## src/rtl/localbus_fanout_if.sv

```systemverilog
// Local-bus fan-out bundle: the upstream master request/return signals plus the
// per-window slave strobes and read data.
interface localbus_fanout_if #(
    parameter int DATA_WIDTH = 32,
    parameter int ADDR_WIDTH = 24,
    parameter int NSLAVE     = 4,
    parameter int SEL_WIDTH  = 2
);
    logic                            m_wren;
    logic [ADDR_WIDTH-1:0]           m_waddr;
    logic [DATA_WIDTH-1:0]           m_wdata;
    logic                            m_rden;
    logic                            m_rdenlast;
    logic [ADDR_WIDTH-1:0]           m_raddr;
    logic [DATA_WIDTH-1:0]           m_rdata;
    logic                            m_rvalid;
    logic                            m_rvalidlast;
    logic [NSLAVE-1:0]               s_wren;
    logic [ADDR_WIDTH-SEL_WIDTH-1:0] s_waddr;
    logic [DATA_WIDTH-1:0]           s_wdata;
    logic [NSLAVE-1:0]               s_rden;
    logic [ADDR_WIDTH-SEL_WIDTH-1:0] s_raddr;
    logic [NSLAVE*DATA_WIDTH-1:0]    s_rdata;

    modport master (
        output m_wren, m_waddr, m_wdata, m_rden, m_rdenlast, m_raddr, s_rdata,
        input  m_rdata, m_rvalid, m_rvalidlast, s_wren, s_waddr, s_wdata, s_rden, s_raddr
    );

    modport slave (
        input  m_wren, m_waddr, m_wdata, m_rden, m_rdenlast, m_raddr, s_rdata,
        output m_rdata, m_rvalid, m_rvalidlast, s_wren, s_waddr, s_wdata, s_rden, s_raddr
    );
endinterface

```

## src/rtl/localbus_fanout.sv

```systemverilog
// Local-bus splitter: one master bus fanned out to NSLAVE address windows, with every
// window's read return re-aligned to a single fixed latency of RDMAX+2 cycles.
module localbus_fanout_param_chk #(
    parameter int                  NSLAVE    = 4,
    parameter int                  SEL_WIDTH = 2,
    parameter int                  RDMAX     = 8,
    parameter logic [4*NSLAVE-1:0] RDDLY     = 16'h5315
);
    if (NSLAVE < 1 || NSLAVE > 16) begin : g_bad_nslave
        $error("localbus_fanout: NSLAVE=%0d outside 1..16", NSLAVE);
    end
    if ((1 << SEL_WIDTH) < NSLAVE) begin : g_bad_sel
        $error("localbus_fanout: SEL_WIDTH=%0d cannot address NSLAVE=%0d", SEL_WIDTH, NSLAVE);
    end
    if (RDMAX < 1 || RDMAX > 15) begin : g_bad_rdmax
        $error("localbus_fanout: RDMAX=%0d outside 1..15", RDMAX);
    end
    for (genvar i = 0; i < NSLAVE; i++) begin : g_dly
        if (RDDLY[i*4 +: 4] == 4'd0 || int'(RDDLY[i*4 +: 4]) > RDMAX) begin : g_bad
            $error("localbus_fanout: read delay of slave %0d outside 1..RDMAX", i);
        end
    end
endmodule

module localbus_fanout #(
    parameter int                    DATA_WIDTH = 32,
    parameter int                    ADDR_WIDTH = 24,
    parameter int                    NSLAVE     = 4,
    parameter int                    SEL_WIDTH  = 2,
    parameter int                    RDMAX      = 8,
    parameter logic [4*NSLAVE-1:0]   RDDLY      = 16'h5315,
    parameter logic [DATA_WIDTH-1:0] UNMAPPED   = 32'hDEADBEEF
) (
    input  logic             clk,
    input  logic             reset,
    localbus_fanout_if.slave bus,
    input  logic             err_clr,
    output logic [15:0]      err_cnt
);
    localparam int LW = ADDR_WIDTH - SEL_WIDTH;

    typedef struct packed {
        logic                  valid;
        logic                  last;
        logic                  unm;
        logic [SEL_WIDTH-1:0]  sel;
        logic [DATA_WIDTH-1:0] data;
    } tag_t;

    function automatic logic is_unmapped(input logic [SEL_WIDTH-1:0] sel);
        logic unm;
        unm = 1'b1;
        for (int i = 0; i < NSLAVE; i++) begin
            if (sel == SEL_WIDTH'(i)) unm = 1'b0;
        end
        return unm;
    endfunction

    function automatic logic [3:0] dly_of(input logic [SEL_WIDTH-1:0] sel);
        logic [3:0] d;
        d = 4'd0;
        for (int i = 0; i < NSLAVE; i++) begin
            if (sel == SEL_WIDTH'(i)) d = RDDLY[i*4 +: 4];
        end
        return d;
    endfunction

    function automatic logic [DATA_WIDTH-1:0] rdata_of(input logic [SEL_WIDTH-1:0]         sel,
                                                      input logic [NSLAVE*DATA_WIDTH-1:0] rd);
        logic [DATA_WIDTH-1:0] d;
        d = {DATA_WIDTH{1'b0}};
        for (int i = 0; i < NSLAVE; i++) begin
            if (sel == SEL_WIDTH'(i)) d = rd[i*DATA_WIDTH +: DATA_WIDTH];
        end
        return d;
    endfunction

    localbus_fanout_param_chk #(
        .NSLAVE(NSLAVE), .SEL_WIDTH(SEL_WIDTH), .RDMAX(RDMAX), .RDDLY(RDDLY)
    ) u_param_chk ();

    logic [SEL_WIDTH-1:0]  wsel_s, rsel_s;
    logic                  wunm_s, runm_s;
    logic [NSLAVE-1:0]     wren_nx_s, rden_nx_s;
    tag_t                  new_tag_s;
    tag_t                  cap_s [0:RDMAX];
    tag_t                  tag_r [0:RDMAX];
    logic [1:0]            err_inc_s;
    logic [15:0]           err_base_s, err_nx_s;
    logic [16:0]           err_sum_s;
    logic [NSLAVE-1:0]     s_wren_r, s_rden_r;
    logic [LW-1:0]         s_waddr_r, s_raddr_r;
    logic [DATA_WIDTH-1:0] s_wdata_r, m_rdata_r;
    logic                  m_rvalid_r, m_rvalidlast_r;
    logic [15:0]           err_cnt_r;

    assign wsel_s = bus.m_waddr[ADDR_WIDTH-1 -: SEL_WIDTH];
    assign rsel_s = bus.m_raddr[ADDR_WIDTH-1 -: SEL_WIDTH];
    assign wunm_s = is_unmapped(wsel_s);
    assign runm_s = is_unmapped(rsel_s);

    // Window decode, new read tag and saturating error-count update.
    always_comb begin
        wren_nx_s = {NSLAVE{1'b0}};
        rden_nx_s = {NSLAVE{1'b0}};
        for (int i = 0; i < NSLAVE; i++) begin
            wren_nx_s[i] = bus.m_wren && (wsel_s == SEL_WIDTH'(i));
            rden_nx_s[i] = bus.m_rden && (rsel_s == SEL_WIDTH'(i));
        end
        new_tag_s.valid = bus.m_rden;
        new_tag_s.last  = bus.m_rden && bus.m_rdenlast;
        new_tag_s.unm   = runm_s;
        new_tag_s.sel   = rsel_s;
        if (runm_s) begin
            new_tag_s.data = UNMAPPED;
        end else begin
            new_tag_s.data = {DATA_WIDTH{1'b0}};
        end
        err_inc_s = {1'b0, bus.m_wren && wunm_s} + {1'b0, bus.m_rden && runm_s};
        if (err_clr) begin
            err_base_s = 16'd0;
        end else begin
            err_base_s = err_cnt_r;
        end
        err_sum_s = {1'b0, err_base_s} + {15'd0, err_inc_s};
        if (err_sum_s[16]) begin
            err_nx_s = 16'hFFFF;
        end else begin
            err_nx_s = err_sum_s[15:0];
        end
    end

    // Each tag grabs its slave's data in the one stage where that slave's delay has elapsed.
    always_comb begin
        for (int k = 0; k <= RDMAX; k++) begin
            cap_s[k] = tag_r[k];
            if (tag_r[k].valid && !tag_r[k].unm && (dly_of(tag_r[k].sel) == 4'(k))) begin
                cap_s[k].data = rdata_of(tag_r[k].sel, bus.s_rdata);
            end else begin
                cap_s[k].data = tag_r[k].data;
            end
        end
    end

    // Registered slave-side strobes and broadcast address/data.
    always_ff @(posedge clk or posedge reset) begin
        if (reset) begin
            s_wren_r  <= {NSLAVE{1'b0}};
            s_rden_r  <= {NSLAVE{1'b0}};
            s_waddr_r <= {LW{1'b0}};
            s_raddr_r <= {LW{1'b0}};
            s_wdata_r <= {DATA_WIDTH{1'b0}};
        end else begin
            s_wren_r <= wren_nx_s;
            s_rden_r <= rden_nx_s;
            if (bus.m_wren) begin
                s_waddr_r <= bus.m_waddr[LW-1:0];
                s_wdata_r <= bus.m_wdata;
            end
            if (bus.m_rden) begin
                s_raddr_r <= bus.m_raddr[LW-1:0];
            end
        end
    end

    // Tag pipeline: reset flushes every in-flight read.
    always_ff @(posedge clk or posedge reset) begin
        if (reset) begin
            for (int k = 0; k <= RDMAX; k++) begin
                tag_r[k] <= {$bits(tag_t){1'b0}};
            end
        end else begin
            tag_r[0] <= new_tag_s;
            for (int k = 1; k <= RDMAX; k++) begin
                tag_r[k] <= cap_s[k-1];
            end
        end
    end

    // Aligned master return and error counter; rdata holds between returns.
    always_ff @(posedge clk or posedge reset) begin
        if (reset) begin
            m_rvalid_r     <= 1'b0;
            m_rvalidlast_r <= 1'b0;
            m_rdata_r      <= {DATA_WIDTH{1'b0}};
            err_cnt_r      <= 16'd0;
        end else begin
            m_rvalid_r     <= cap_s[RDMAX].valid;
            m_rvalidlast_r <= cap_s[RDMAX].valid && cap_s[RDMAX].last;
            if (cap_s[RDMAX].valid) begin
                m_rdata_r <= cap_s[RDMAX].data;
            end
            err_cnt_r <= err_nx_s;
        end
    end

    assign bus.s_wren       = s_wren_r;
    assign bus.s_rden       = s_rden_r;
    assign bus.s_waddr      = s_waddr_r;
    assign bus.s_raddr      = s_raddr_r;
    assign bus.s_wdata      = s_wdata_r;
    assign bus.m_rdata      = m_rdata_r;
    assign bus.m_rvalid     = m_rvalid_r;
    assign bus.m_rvalidlast = m_rvalidlast_r;
    assign err_cnt          = err_cnt_r;
endmodule

```

## src/flat_wrapper.sv

```systemverilog
// flat-port wrapper written by rule: the top's interface ports become plain ports
module localbus_fanout_flat 
#(
    parameter int                    DATA_WIDTH = 32,
    parameter int                    ADDR_WIDTH = 24,
    parameter int                    NSLAVE     = 4,
    parameter int                    SEL_WIDTH  = 2,
    parameter int                    RDMAX      = 8,
    parameter logic [4*NSLAVE-1:0]   RDDLY      = 16'h5315,
    parameter logic [DATA_WIDTH-1:0] UNMAPPED   = 32'hDEADBEEF
)
  (clk, reset, err_clr, err_cnt, bus_m_wren, bus_m_waddr, bus_m_wdata, bus_m_rden, bus_m_rdenlast, bus_m_raddr, bus_s_rdata, bus_m_rdata, bus_m_rvalid, bus_m_rvalidlast, bus_s_wren, bus_s_waddr, bus_s_wdata, bus_s_rden, bus_s_raddr);
  localbus_fanout_if #(.DATA_WIDTH(DATA_WIDTH), .ADDR_WIDTH(ADDR_WIDTH), .NSLAVE(NSLAVE), .SEL_WIDTH(SEL_WIDTH)) bus_i ();
  input  logic clk;
  input  logic reset;
  input  logic err_clr;
  output logic [15:0] err_cnt;
  input wire logic [$bits(bus_i.m_wren)-1:0] bus_m_wren;
  input wire logic [$bits(bus_i.m_waddr)-1:0] bus_m_waddr;
  input wire logic [$bits(bus_i.m_wdata)-1:0] bus_m_wdata;
  input wire logic [$bits(bus_i.m_rden)-1:0] bus_m_rden;
  input wire logic [$bits(bus_i.m_rdenlast)-1:0] bus_m_rdenlast;
  input wire logic [$bits(bus_i.m_raddr)-1:0] bus_m_raddr;
  input wire logic [$bits(bus_i.s_rdata)-1:0] bus_s_rdata;
  output wire logic [$bits(bus_i.m_rdata)-1:0] bus_m_rdata;
  output wire logic [$bits(bus_i.m_rvalid)-1:0] bus_m_rvalid;
  output wire logic [$bits(bus_i.m_rvalidlast)-1:0] bus_m_rvalidlast;
  output wire logic [$bits(bus_i.s_wren)-1:0] bus_s_wren;
  output wire logic [$bits(bus_i.s_waddr)-1:0] bus_s_waddr;
  output wire logic [$bits(bus_i.s_wdata)-1:0] bus_s_wdata;
  output wire logic [$bits(bus_i.s_rden)-1:0] bus_s_rden;
  output wire logic [$bits(bus_i.s_raddr)-1:0] bus_s_raddr;
  assign bus_i.m_wren = bus_m_wren;
  assign bus_i.m_waddr = bus_m_waddr;
  assign bus_i.m_wdata = bus_m_wdata;
  assign bus_i.m_rden = bus_m_rden;
  assign bus_i.m_rdenlast = bus_m_rdenlast;
  assign bus_i.m_raddr = bus_m_raddr;
  assign bus_i.s_rdata = bus_s_rdata;
  assign bus_m_rdata = bus_i.m_rdata;
  assign bus_m_rvalid = bus_i.m_rvalid;
  assign bus_m_rvalidlast = bus_i.m_rvalidlast;
  assign bus_s_wren = bus_i.s_wren;
  assign bus_s_waddr = bus_i.s_waddr;
  assign bus_s_wdata = bus_i.s_wdata;
  assign bus_s_rden = bus_i.s_rden;
  assign bus_s_raddr = bus_i.s_raddr;
  localbus_fanout #(.DATA_WIDTH(DATA_WIDTH), .ADDR_WIDTH(ADDR_WIDTH), .NSLAVE(NSLAVE), .SEL_WIDTH(SEL_WIDTH), .RDMAX(RDMAX), .RDDLY(RDDLY), .UNMAPPED(UNMAPPED)) u_core (.clk(clk), .reset(reset), .bus(bus_i), .err_clr(err_clr), .err_cnt(err_cnt));
endmodule
```

## config.mk

```make
export PLATFORM = sky130hd
export DESIGN_NAME = localbus_fanout_flat
export DESIGN_NICKNAME = d
export VERILOG_FILES = /design/src/rtl/localbus_fanout_if.sv /design/src/rtl/localbus_fanout.sv /design/src/flat_wrapper.sv
export SDC_FILE = /design/constraint.sdc
export NUM_CORES = 1
export LEC_CHECK = 0
export ABC_AREA = 1
export CORE_AREA = 2 2 235 179
export DETAILED_ROUTE_END_ITERATION = 10
export DIE_AREA = 0 0 237 181
export GPL_TIMING_DRIVEN = 0
export HOLD_SLACK_MARGIN = 0.02
export PLACE_DENSITY = 0.82
export SYNTH_ARGS = -nofsm -noshare
export SYNTH_HDL_FRONTEND = slang
export SYNTH_SLANG_ARGS = --single-unit
export TNS_END_PERCENT = 30
```

## constraint.sdc

```tcl
create_clock -name clk -period 20.1 [get_ports clk]
set_input_delay 3.015 -clock clk [delete_from_list [all_inputs] [get_ports clk]]
set_output_delay 3.015 -clock clk [all_outputs]
set_load 0.05 [all_outputs]
```

==> reports/qor.csv <==
metric,value,unit
CTS sink cnt,432,
sequential-to-total area share from yosys stat,0.497,
crit-path max FO,4,
Slew headroom,0.513,
Final period util,0.241,
Die Span Y,181,µm
port buffer count,332,
most frequent cells in the layout,"901 x nand2_1, 432 x dfrtp_1, 338 x a21oi_1",
critical path's slowest cell,clkdlybuf4s50_1,
area grow syn2layout,25.6,%
WP data required,17.09,ns
CP cell instances,clkdlybuf4s50_1,
crit end category,primary output,
cts hold-fix bufs,0,
initial DRC count,2582,
dominant register cell in the synthesized netlist,dfrtp_1,
clock insertion delay at the later pin of the skew report,0.57,ns
CP max stage delay,0.86,ns
"Setup violations, final",0,
Setup TNS,0,ns
post-route minimum period,4.85,ns
H-tree depth,2,
CTS tree,yes,
"area leader, netlist",dfrtp_1,
Crit Path Category,register to primary output,
worst-margin pin slew,0.728,ns
DRT antenna net count,0,
Detailed Route WL,76500,µm
Synth Cell Area,21800,µm²
vias in the first global route,19759,
share of the synthesized area in the top cell type,0.497,
fmax,0.206,GHz
wire per inst,20.5,µm
"delay-heaviest family, CP",buffers and inverters,
post_cts resized,0,
most area-consuming cells after synthesis,"dfrtp_1 50%, nand2_1 16%, a21oi_1 7.8%",
grt ovf,0,
Vias,20759,
vias per inst,5.57,
"flops & latches, synth",432,
Peak supply drop,63.7,µV
dpl hpwl,59100,µm
ratio of cells with drive above 1 in the final layout,0.0613,
synthesized instance count,2788,
Max Clock Skew,0.0257,ns
count of final hold-check violations,0,
final core occ,0.675,
Max Buffers Root-to-Sink,3,
first-pass GRT wire length,115000,µm
Leak,0.0134,µW
IO Count,348,
post-synth cell types,44,
Die X,237,µm
Startpoint Class,register,
Worst-path clk slew,0.06,ns
Syn Area/Cell,7.80,µm²
initial antenna violation count,2,
"commonest non-fill, non-tap cell in the layout",nand2_1,
number of remaining DRC errors,0,
GP Congestion,0.952,
number of max-cap violations,0,
Synth Warn #,0,
largest net degree at the start of global routing,137,
ys async rst share,1.00,
max-slew violations,0,
fin nets,3416,
Overall Global Routing Usage,0.353,
Setup Buffers After CTS,0,
root buffer cell,clkbuf_16,
core area,40400,µm²
number of flops mapped to enable cells by yosys,0,
die area,42900,µm²
Initial Utilization,0.538,
PwrDens,84.1,nW/µm²
Site Rows,64,
Filler cells,3288,
Hold Path Class,register to register,
CTS buffer count,43,
CP Data Arrival Time,1.84,ns
total iterations of the first detailed-routing run,6,
CP Buf/Inv Count,1,
outcome,"finished, final reports clean",
RSZ-0062 raised after global routing,false,
==> through the flow <==
step,power (µW),instances,instance area (µm²),setup slack [ns],hold slack [ns]
4_1_cts,2300,3728,27300,15.24,0.347
6_report,2300,3730,27300,15.25,0.345
3_5_place_dp,1450,3652,25800,14.95,0.335
3_3_place_gp,1440,3649,25700,0.748,0.333
5_1_grt,2380,3730,27300,15.21,0.348
2_1_floorplan,1260,2789,21800,5.05,0.331
==> layout make-up <==
class                           count  area, µm²  area share
Antenna cell                        2       5.00    0.000183
Buffer                            188        853      0.0312
Clock buffer                       61       1220      0.0448
Clock inverter                     15        253     0.00925
Inverter                          282       1070      0.0393
Multi-Input combinational cell   1887       9030       0.331
Sequential cell                   432      10800       0.396
Tap cell                          528        661      0.0242
Timing Repair Buffer              335       3410       0.125
==> report_power, final <==
group          internal, µW  switching, µW
sequential              947           32.0
clock                   502            343
combinational           160            313
total                  1610            688
==> final timing paths <==
| kind | to | from | slack [ns] | cells past startpoint |
|---|---|---|---|---|
| setup / recovery | err_cnt[5] | u_core.err_cnt[5] | 15.25 | 1 |
| hold / removal | u_core.cap_s[257] | u_core.cap_s[294] | 0.34 | 0 |
| setup reg to reg | u_core.tag_r[46] | u_core.cap_s[106] | 17.61 | 7 |
| hold reg to reg | u_core.cap_s[257] | u_core.cap_s[294] | 0.34 | 0 |
| max in group asynchronous | u_core.tag_r[59] | reset | 15.58 | 4 |
| min in group asynchronous | u_core.tag_r[193] | reset | 2.95 | 2 |
==> sequential cells by signal (all words and copies together) (netlist names) <==
signal,count
u_core.tag_r,257
u_core.cap_s,41
u_core.bus.m_rdata,32
u_core.bus.s_wdata,32
u_core.bus.s_raddr,22
u_core.bus.s_waddr,22
u_core.err_cnt,16
u_core.bus.s_rden,4
u_core.bus.s_wren,4
u_core.bus.m_rvalid,1
u_core.bus.m_rvalidlast,1
==> logic make-up (layout without fill, tap and decap cells) <==
family | after synthesis | count (layout) | synth area share
and+or+nand+nor | 1278 | 1278 | 0.232
AOI/OAI and AO/OA | 532 | 532 | 0.142
buffers and inverters | 470 | 881 | 0.0883
DFF | 432 | 432 | 0.497
muxes | 41 | 41 | 0.0207
adders and majority gates | 33 | 33 | 0.0190
other | 1 | 4 | 0.000172
xor gates and xnor gates | 1 | 1 | 0.000403
==> Yosys cell counts, types with 10 or more instances <==
| library cell | count |
|---|---|
| nand4_1 | 15 |
| nor3_1 | 40 |
| a31oi_1 | 19 |
| o221ai_1 | 13 |
| o211ai_1 | 65 |
| o21ai_0 | 26 |
| a31oi_2 | 10 |
| nand3_1 | 56 |
| buf_1 | 27 |
| ha_1 | 33 |
| clkbuf_1 | 98 |
| a21boi_0 | 23 |
| dfrtp_1 | 432 |
| inv_1 | 274 |
| o22ai_1 | 11 |
| a21oi_1 | 338 |
| nor2_1 | 249 |
| nand2_1 | 901 |
| mux2_2 | 32 |
| buf_2 | 49 |
==> metal layers <==
metal | share of wire | up-vias | track usage
li1 | - | 9605 | -
met1 | 0.43 | 9708 | 0.527
met2 | 0.42 | 1296 | 0.514
met3 | 0.12 | 150 | 0.0857
met4 | 0.025 | 0 | 0.0934
met5 | 0 | - | 0
Note: power is estimated with default switching activity, not from simulation.
